**config.mk**
```make
export PLATFORM = sky130hd
export DESIGN_NAME = ets_delay_sweeper
export DESIGN_NICKNAME = d
export VERILOG_FILES = /design/src/rtl/ets_delay_sweeper.sv
export SDC_FILE = /design/constraint.sdc
export NUM_CORES = 1
export LEC_CHECK = 0
export CELL_PAD_IN_SITES_DETAIL_PLACEMENT = 0
export CELL_PAD_IN_SITES_GLOBAL_PLACEMENT = 2
export CORE_AREA = 4 4 80 82
export CTS_CLUSTER_SIZE = 20
export DETAILED_ROUTE_END_ITERATION = 7
export DIE_AREA = 0 0 84 86
export DONT_BUFFER_PORTS = 1
export MAX_ROUTING_LAYER = met4
export PLACE_DENSITY = 0.8
export SETUP_SLACK_MARGIN = 0.05
export SYNTH_ARGS = -nofsm -noshare
export SYNTH_HDL_FRONTEND = slang
export SYNTH_SLANG_ARGS = --single-unit
```
**constraint.sdc**
```tcl
create_clock -name clk -period 2.69 [get_ports clk]
set_input_delay 0.807 -clock clk [delete_from_list [all_inputs] [get_ports clk]]
set_output_delay 0.807 -clock clk [all_outputs]
set_load 0.02 [all_outputs]
```
**src/rtl/ets_delay_sweeper.sv**
```systemverilog
// Purpose: steps the ets_clkgen delay code through a programmed sweep, one capture per step.
// Latency: SETTLE_CYCLES cycles from each delay change to capture_req; DONE one cycle after the last ack.
// Backpressure: capture_req is held until capture_ack or TIMEOUT_CYCLES, then aborts with timeout_err.
//
// Ports:
//   clk, reset_n        rising-edge clock, asynchronous active-low reset
//   start               one-cycle pulse, starts a sweep when idle
//   abort               level, cancels the sweep in progress (wins over start)
//   capture_ack         sampler finished the capture for the current step
//   clkgen_locked       (only with ETS_LOCK_WAIT_EN) generator has settled on the new delay
//   capture_req         request one capture at the current delay
//   delay, step_index   delay code to ets_clkgen and zero-based step tag
//   busy, done          sweep in progress / one-cycle completion pulse
//   timeout_err         sticky, sampler did not ack in time; cleared by the next start
//
// Optional feature macro: ETS_LOCK_WAIT_EN (adds clkgen_locked and gates SETTLE exit on it).
module ets_delay_sweeper #(
    parameter int DELAY_START    = 0,
    parameter int DELAY_STEP     = 1,
    parameter int NUM_STEPS      = 256,
    parameter int SETTLE_CYCLES  = 16,
    parameter int TIMEOUT_CYCLES = 1024
) (
    input  logic       clk,
    input  logic       reset_n,
    input  logic       start,
    input  logic       abort,
    input  logic       capture_ack,
`ifdef ETS_LOCK_WAIT_EN
    input  logic       clkgen_locked,
`endif
    output logic       capture_req,
    output logic [7:0] delay,
    output logic [7:0] step_index,
    output logic       busy,
    output logic       done,
    output logic       timeout_err
);

    // Counters hold "cycles remaining - 1" (settle) and "cycles elapsed" (timeout),
    // so their widths only need to cover N-1.
    localparam int SW = (SETTLE_CYCLES > 1) ? $clog2(SETTLE_CYCLES) : 1;
    localparam int TW = (TIMEOUT_CYCLES > 2) ? $clog2(TIMEOUT_CYCLES) : 1;

    localparam logic [SW-1:0] SETTLE_LOAD = SW'(SETTLE_CYCLES - 1);
    localparam logic [TW-1:0] TO_LAST     = TW'(TIMEOUT_CYCLES - 1);
    localparam logic [7:0]    LAST_STEP   = 8'(NUM_STEPS - 1);
    localparam logic [7:0]    D_START     = 8'(DELAY_START);
    localparam logic [7:0]    D_STEP      = 8'(DELAY_STEP);

    typedef enum logic [1:0] {
        IDLE    = 2'd0,
        SETTLE  = 2'd1,
        CAPTURE = 2'd2,
        DONE    = 2'd3
    } state_t;

    state_t        state;
    logic [SW-1:0] settle_cnt;
    logic [TW-1:0] to_cnt;
    logic          lock_ok;

`ifdef ETS_LOCK_WAIT_EN
    assign lock_ok = clkgen_locked;
`else
    assign lock_ok = 1'b1;
`endif

    always_ff @(posedge clk or negedge reset_n) begin
        if (!reset_n) begin
            state       <= IDLE;
            settle_cnt  <= '0;
            to_cnt      <= '0;
            capture_req <= 1'b0;
            delay       <= D_START;
            step_index  <= 8'd0;
            busy        <= 1'b0;
            done        <= 1'b0;
            timeout_err <= 1'b0;
        end else begin
            // done is high only during the single DONE-state cycle
            done <= 1'b0;
            case (state)
                IDLE: begin
                    if (start && !abort) begin
                        delay       <= D_START;
                        step_index  <= 8'd0;
                        settle_cnt  <= SETTLE_LOAD;
                        busy        <= 1'b1;
                        timeout_err <= 1'b0;
                        state       <= SETTLE;
                    end
                end

                SETTLE: begin
                    if (abort) begin
                        busy  <= 1'b0;
                        state <= IDLE;
                    end else if (settle_cnt == '0) begin
                        // count has expired; wait here (count frozen) until the generator is locked
                        if (lock_ok) begin
                            capture_req <= 1'b1;
                            to_cnt      <= '0;
                            state       <= CAPTURE;
                        end
                    end else begin
                        settle_cnt <= settle_cnt - 1'b1;
                    end
                end

                CAPTURE: begin
                    if (abort) begin
                        capture_req <= 1'b0;
                        busy        <= 1'b0;
                        state       <= IDLE;
                    end else if (capture_ack) begin
                        // leaving CAPTURE here guarantees a held-high ack is used once per step
                        capture_req <= 1'b0;
                        if (step_index == LAST_STEP) begin
                            busy  <= 1'b0;
                            done  <= 1'b1;
                            state <= DONE;
                        end else begin
                            delay      <= delay + D_STEP;
                            step_index <= step_index + 8'd1;
                            settle_cnt <= SETTLE_LOAD;
                            state      <= SETTLE;
                        end
                    end else if (to_cnt == TO_LAST) begin
                        // TIMEOUT_CYCLES capture cycles have passed without an ack
                        capture_req <= 1'b0;
                        busy        <= 1'b0;
                        timeout_err <= 1'b1;
                        state       <= IDLE;
                    end else begin
                        to_cnt <= to_cnt + 1'b1;
                    end
                end

                DONE: begin
                    state <= IDLE;
                end

                default: begin
                    capture_req <= 1'b0;
                    busy        <= 1'b0;
                    state       <= IDLE;
                end
            endcase
        end
    end

endmodule

```
Word-level counts from Yosys, hierarchy flattened
Cells that the tools add are included.

Equality and inequality tests: 19. Reductions and logical operators: 14. Add/subtract/negate cells: 4. Multiplexer cells: 51.

Operators by type and width (count): 2-to-1 mux 8 bit (7); 2-to-1 mux 10 bit (5); case mux 8 bit (2 select lines) (2); 2-to-1 mux 4 bit (6); inequality test 2 bit, second input constant (11); case mux 10 bit (2 select lines) (1); 2-to-1 mux 1 bit (18); adder 8 x 1 -> 8 bit, second input constant (2); AND reduction 5 bit (3); 2-to-1 mux 2 bit (7); case mux 4 bit (3 select lines) (1); adder 10 x 1 -> 10 bit, second input constant (1); equality test 10 bit, second input constant (1); equality test 8 bit, second input constant (1); inequality test 4 bit, second input constant (2); case mux 2 bit (4 select lines) (1); AND reduction 7 bit (1); AND reduction 6 bit (1); equality test 2 bit, second input constant (2); logical NOT 4 bit (1); case mux 1 bit (2 select lines) (2); AND reduction 4 bit (1); nonzero test 2 bit (2); subtractor 4 x 1 -> 4 bit, second input constant (1); 8 further kinds (8).

Register bits: 36.

Longest topological paths before layout
Word-level depth: 5. Depth in mapped cells: 9. Mapped depth without buffers: 6.

Worst setup path after synthesis
Ideal clock, no wire load.

Kind: input to register. From: input abort. To: register delay[3]. Data arrival time: 2010 ps. Library setup time: 119 ps. Path buffers: 3. Stages: 7. Path slack: 562 ps. Path through: buf_2 nand3b_1 a222oi_1 buf_2 buf_4 a21oi_1 o21a_1.

Cells in the longest elaborated chain, start to end: 4. Elaborated cells between the ends (all ways): 5.

Ends and longest elaborated chain: start, declared (RTL line 27) `input logic abort,`; logical NOT 1 bit (RTL line 85) `if (start && !abort) begin`; logical AND 1 bit (RTL line 85); inequality test 2 bit (no source line); AND reduction 5 bit (no source line) *; end signal, assigned (RTL line 124) `delay <= delay + D_STEP;`; end, declared (RTL line 33) `output logic [7:0] delay,`.

Mark *: on every way between the ends. The rest lies on a longest branch, timed or not. A chain may end at the register's enable or synchronous reset.

Final worst setup path
From: register state[0]. To: register settle_cnt[0].

Cells in the longest elaborated chain, start to end: 3. Elaborated cells between the ends (all ways): 12.

Ends and longest elaborated chain: start, declared (RTL line 58) `state_t state;`; start signal, assigned (RTL line 71) `state <= IDLE;`; start signal, assigned (RTL line 91) `state <= SETTLE;`; start signal, assigned (RTL line 98) `state <= IDLE;`; equality test 2 x 1 -> 1 bit, or another cell as far along (RTL line 83) `case (state)`; inequality test 2 bit (no source line) / nonzero test 3 bit (equally long branches); AND reduction 7 bit (no source line); end signal, assigned (RTL line 107) `settle_cnt <= settle_cnt - 1'b1;`; end, declared (RTL line 59) `logic [SW-1:0] settle_cnt;`.

Parallel ways exist; a longest one is shown, timed or not.

==> reports/results.txt <==
Status - finished clean
Post-CTS setup repair buffer count - 0
Mapped Cells - 234
HP Class - in -> async
Fin nets - 248
Cells after DPL - 304
FILL cells - 609
RSZ-0062 raised after global routing - no
Syn nets - 246
Yosys top cell by area - dfrtp_1
Starting Density - 0.3720
Vias per cell - 5.702
I/O pin total - 25
Met3 WL - 274 µm
Synth Flop Type - dfrtp_1
Crit path time final - 2.124 ns
Startpoint Class - flop
CP max stage delay - 0.50 ns
Number of buffers created by CTS - 5
Final Wtd Congestion - 0.7141
Post-synthesis async set-or-reset flop share - 1.000
CP max FO - 10
Maxcap violations - 0
Pin count of the biggest net entering global routing - 37
Pint - 1.177 mW
GR Util All Layers - 0.1560
WP data arrival - 2.30 ns
CTS root buffer - clkbuf_8
Flops & latches, synth - 36
Highest Clock Rate - 0.4708 GHz
Final hold violation count - 0
Share of power burned in the clock network - 0.248
Initial antenna violation count - 0
Yosys warns - 0
Rows - 28
Pwr Density - 837.3 mW/mm²
Final setup violation count - 0
Fin cells - 312
Register area - 900.9 µm²
Post-route cell area - 0.002332 mm²
Post-cts sizing count - 0
Critical Path RT - 2.87 ns
Vias in the first global route - 1768
Synth top area share - 0.4215
Number of library cell types mapped by synthesis - 48
Worst-path cell chain - inv_1 -> ha_1 -> buf_4 -> and4_1 -> a22oi_1 -> and2_1 -> a21oi_1
Hold Buf Count CTS - 0
Max rail drop VDD - 0.0003434 V
ANT cells - 0
HPWL after DPL - 3617 µm
Total die area - 0.007224 mm²
Mean post-synth cell area - 9.133 µm²
H-tree Lvls - 2
CTS tree - done
Critical path type - reg -> reg
Setup crit end kind - flop
Family with the most delay on the worst path - compound AO/OA/AOI/OAI gates
Die height - 86 µm
Met2 WL post-DR - 2471 µm
Max_slew headroom - 0.5002
Sw Share - 0.3974
Fin crit share - 0.7896
Congestion Overflow GR - 0
Max Slew Vio Count - 0
CP max stage cell - a22oi_1
Synthesized area - 0.002137 mm²
Pleak - 0.9969 nW
EDFF count, synth - 0
Worst Tran Pin Value - 0.7470 ns
Layout Skew - 0.01197 ns
WL final - 5141 µm
Seq/Total Area, Yosys - 0.4215
Flop pwr share - 0.379
CP bufs+invs - 2
Core ar. - 0.005746 mm²
Area of the multi-input gates - 0.001110 mm²
First-pass GRT wire length - 8811 µm
Fraction of layout instances using a drive strength above 1 - 0.08861
Routed vias - 1779
Synth area leaders - dfrtp_1 (42%), ha_1 (4.1%), a21oi_1 (3.5%)
Clk buf depth - 2
Clock transition at the registers of the reported paths - 0.08 ns
Die Wd - 84 µm
Post-DP Area - 0.002225 mm²
Setup TNS - 0 ns
Wire per inst - 16.48 µm
Net Sw Power - 776.1 µW
DRT met1 WL - 2365 µm
Initial DRC Count - 80
Clock sink count - 36
IO buf count - 0
# DRC - 0
First-pass DRT Iterations - 4
Area Overhead vs Synth - 9.134%
Insertion delay to the later sink of the worst-skew pair - 0.29 ns
Combinational share of power - 0.373
DRT antenna net count - 0
Highest metal used - met4
==> through the flow <==
step	setup WS (ns)	utilization	power (mW)	hold WS (ns)
after floorplan	0.5617	-	1.289	0.4715
after global routing	0.3692	0.4059	2.086	0.1789
after global placement	0.4921	0.3872	1.484	0.5091
after CTS	0.5424	0.4059	1.968	0.1945
final	0.5660	0.4059	1.953	0.2001
after detailed placement	0.4818	0.3872	1.482	0.5130
==> path summary, 6_finish.rpt <==
path / startpoint / slack (ns) / to / cells past startpoint
setup / recovery: state[0] / 0.57 / settle_cnt[0] / 7
hold reg to reg: to_cnt[6] / 0.53 / to_cnt[6] / 1
min in group clk: to_cnt[6] / 0.53 / to_cnt[6] / 1
setup reg to reg: state[0] / 0.57 / settle_cnt[0] / 7
hold / removal: reset_n / 0.20 / done / 0
max in group asynchronous: reset_n / 2.39 / to_cnt[1] / 0
==> metal layers <==
layer,vias up,GRT usage
li1,863,-
met1,880,0.1845
met2,34,0.2589
met3,2,0.04707
met4,0,0.04386
met5,-,-
==> cell usage in the layout (no fill, tap or decap), types with 2 or more instances in the layout <==
master,synthesis,layout
dfrtp_1,36,36
nand2_1,12,12
a22o_1,2,2
o211ai_1,2,2
a21oi_1,15,15
o21a_1,3,3
ha_1,7,7
inv_1,20,20
clkbuf_8,0,5
and4_1,3,3
nand3_1,15,15
nor3_1,6,6
a31o_2,3,3
and3_1,8,8
nor2_1,11,11
a21o_1,5,5
a31oi_1,10,10
nand4_1,8,8
nand2b_1,7,7
nand3b_1,7,7
buf_4,1,6
o21ai_0,11,11
mux2i_1,7,7
and2_1,2,2
==> area by class of cell <==
class,instances,area share
inverter,20,0.03219
multi-input combinational,167,0.4759
tap,75,0.04024
clock inverter,2,0.01502
sequential,36,0.3863
timing repair buffer,6,0.01931
clock buffer,6,0.03112
==> Yosys cell counts (2+ instances only) <==
library cell / number
clkbuf_1: 5
ha_1: 7
a21oi_1: 15
inv_1: 20
and3_1: 8
and4_1: 3
nor2_1: 11
and2_1: 2
nand2_1: 12
buf_2: 5
o211ai_1: 2
o21ai_0: 11
nand3b_1: 7
nand3_1: 15
a31o_2: 3
nor3_1: 6
mux2i_1: 7
a22o_1: 2
a21o_1: 5
o21a_1: 3
nand4_1: 8
dfrtp_1: 36
a31oi_1: 10
nand2b_1: 7
==> flip-flops by register name (all words and copies together) (netlist names) <==
signal,flops
to_cnt,10
delay,8
step_index,8
settle_cnt,4
state,2
busy,1
capture_req,1
done,1
timeout_err,1
==> power groups by stage <==
stage          Sequential [mW]  Clock [mW]  Combinational (mW)
2_1_floorplan            0.727           0               0.563
3_3_place_gp             0.750           0               0.734
3_5_place_dp             0.754           0               0.728
4_1_cts                  0.742       0.496               0.730
5_1_grt                  0.755       0.525               0.805
6_report                 0.740       0.483               0.729
==> cells by family after synthesis <==
kind of cell             after synthesis  share of synthesized area
AO/OA/AOI/OAI                         65                     0.2073
buffers and inverters                 31                    0.05913
XOR/XNOR                               1                   0.004099
adder cells (fa/ha/maj)                7                    0.04098
multiplexers                           8                    0.03981
AND/OR/NAND/NOR                       86                     0.2272
flip-flops                            36                     0.4215
Power figures use the tool's default switching activity.
==> edit, RTL diff (same settings) <==
Re-encode `state_t` (4 states) as one-hot, 4 bits wide.
--- a/src/rtl/ets_delay_sweeper.sv
+++ b/src/rtl/ets_delay_sweeper.sv
@@ -50,7 +50,7 @@
 
-    typedef enum logic [1:0] {
-        IDLE    = 2'd0,
-        SETTLE  = 2'd1,
-        CAPTURE = 2'd2,
-        DONE    = 2'd3
+    typedef enum logic [3:0] {
+        IDLE    = 4'b0001,
+        SETTLE  = 4'b0010,
+        CAPTURE = 4'b0100,
+        DONE    = 4'b1000
     } state_t;
Behaviour: no difference found for any inputs over 10 cycles, from zero or initial values and one cycle with reset_n low; not proved beyond that.
==> edit against the unedited design <==
- non-clock buffer count is 2 higher
- hold slack better by 0.0025 ns
- core utilization shrank 0.22 points
- global-route usage decreased by 0.45 points
- synthesized area is 0.47% lower
- first-iteration DRC count down 10%
- critical path depth is 1 lower
- design area decreased by 0.54%
- setup slack got worse by 0.21 ns
- routed wire length shrank 4.4%
- sequential cell count up 2
- critical endpoint is now to_cnt[4]
- largest cell class unchanged
Power is not compared: it rests on default switching activity, and its combinational part moved more than twofold at a synthesized area within 25%.
==> edit: results (changes against the unedited design) <==
| Metric | Value |
|---|---|
| Top cells by area, synth | `dfrtp_1 44%, o21ai_0 6.4%, nand2_1 4.2% (was dfrtp_1 42%, ha_1 4.1%, a21oi_1 3.5%)` |
| First-pass GRT wire length | `8.63 mm (was 8.81 mm)` |
| Longest Clk Path Bufs | `2 (unchanged)` |
| Post-CTS resize count | `0 (unchanged)` |
| Total track usage | `0.151 (was 0.156)` |
| FFs w/ async S/R, synth | `1.00 (unchanged)` |
| CTS H-tree lvls | `2 (unchanged)` |
| Mapped Nets | `244 (was 246)` |
| Total inserted antenna cells | `0 (unchanged)` |
| Place WS | `0.356 ns (was 0.482 ns)` |
| Status | `finished clean (unchanged)` |
| Skew final | `0.0117 ns (was 0.0120 ns)` |
| Final-stage net count | `246 (was 248)` |
| Count of cell types in the netlist | `50 (was 48)` |
| Routed WL | `4.91 mm (was 5.14 mm)` |
| Largest net degree at the start of global routing | `39 (was 37)` |
| DRC | `0 (unchanged)` |
| Hpwl dp | `3.46 mm (was 3.62 mm)` |
| GPL Wtd Cong | `0.765 (was 0.714)` |
| Post-synthesis sequential area ratio | `0.448 (was 0.422)` |
| Drt initial violations | `72 (was 80)` |
| Clk_lat worst skew | `0.29 ns (about the same)` |
| Commonest cells in the netlist | `37 x dfrtp_1, 27 x o21ai_0, 24 x nand2_1, 24 x nor2_1, 12 x nand3_1 (was 36 x dfrtp_1, 20 x inv_1, 15 x a21oi_1, 15 x nand3_1, 12 x nand2_1)` |
| Max Fanout on Critical Path | `13 (was 10)` |
| DR vias | `1685 (was 1779)` |
| Fraction of layout cells with a size suffix above 1 | `0.118 (was 0.0886)` |
| Fillers | `594 (was 609)` |
| Post-CTS Setup Bufs | `0 (unchanged)` |
| Number of buffers added on ports | `0 (unchanged)` |
| Clk Tree Root Cell | `clkbuf_8 (unchanged)` |
| VDD IR max | `about 510 uV` |
| Yosys warns | `0 (unchanged)` |
| CP arrival | `2.55 ns (was 2.30 ns)` |
| Largest registers | `to_cnt x10, delay x8, step_index x8 (unchanged)` |
| Initial antenna violation count | `0 (unchanged)` |
| Clk pin slew, worst setup/hold paths | `0.08 ns (about the same)` |
| Worst-margin pin slew | `0.962 ns (was 0.747 ns)` |
| P_leak | `roughly 1 nW` |
| Type of the worst min-delay path | `primary input to async pin (unchanged)` |
| Drt pass-1 iters | `4 (unchanged)` |
| CTS buffer count | `5 (unchanged)` |
| Most numerous cell in the Yosys netlist | `dfrtp_1 (unchanged)` |
==> edit: stage by stage <==
stage	total power [mW]	util	instance area, um2	std cells	hold slack (ns)
after global routing	1.53	0.404	2320	312	0.181
after detailed placement	0.968	0.384	2210	305	0.475
after global placement	0.967	0.384	2210	305	0.463
final	1.46	0.404	2320	312	0.203
after floorplan	0.920	-	2130	235	0.442
after CTS	1.48	0.404	2320	312	0.192
==> edit: where the power goes <==
part	total (mW)	switching, mW	leakage [nW]	internal, mW
Clock	0.507	0.210	0.0573	0.297
Sequential	0.669	0.0635	0.506	0.606
Combinational	0.286	0.140	0.438	0.146
Total	1.46	0.413	1.00	1.05
==> edit: kinds of logic after synthesis <==
kind of cell,synth area share
DFF,0.448
buffers and inverters,0.0488
xor gates and xnor gates,0.00824
adders and majority gates,0.0235
muxes,0.0124
AOI/OAI and AO/OA,0.196
and+or+nand+nor,0.264
==> edit: metal layers <==
metal	wire length, um	vias up	track usage
met3	203	6	0.0451
met4	69	0	0.0497
met2	2280	19	0.229
li1	-	847	-
met5	0	-	-
met1	2360	813	0.195
==> edit: worst max-delay path, stage by stage, from the launching register on <==
cell     delay [ns]
dfrtp_1        0.37
ha_1           0.22
nand3_1        0.10
or3b_2         0.49
a21oi_1        0.78
o21ai_0        0.19
o21ai_0        0.11
==> edit: final timing paths <==
kind / startpoint / endpoint / slack (ns) / depth (start not counted)
max: to_cnt[0] / to_cnt[4] / 0.35 / 6
min: reset_n / to_cnt[5] / 0.20 / 0
max reg2reg: to_cnt[0] / to_cnt[4] / 0.35 / 6
min reg2reg: to_cnt[9] / to_cnt[9] / 0.48 / 1
max in group asynchronous: reset_n / state[0] / 2.29 / 0
min in group clk: to_cnt[9] / to_cnt[9] / 0.48 / 1
==> edit: final cells by class <==
cell class | count | area share
clock buffers | 6 | 0.0356
inverters | 8 | 0.0129
repair buffers | 8 | 0.0259
clock inverters | 1 | 0.0129
flip-flops and latches | 38 | 0.410
well taps | 75 | 0.0405
multi-input cells | 176 | 0.462
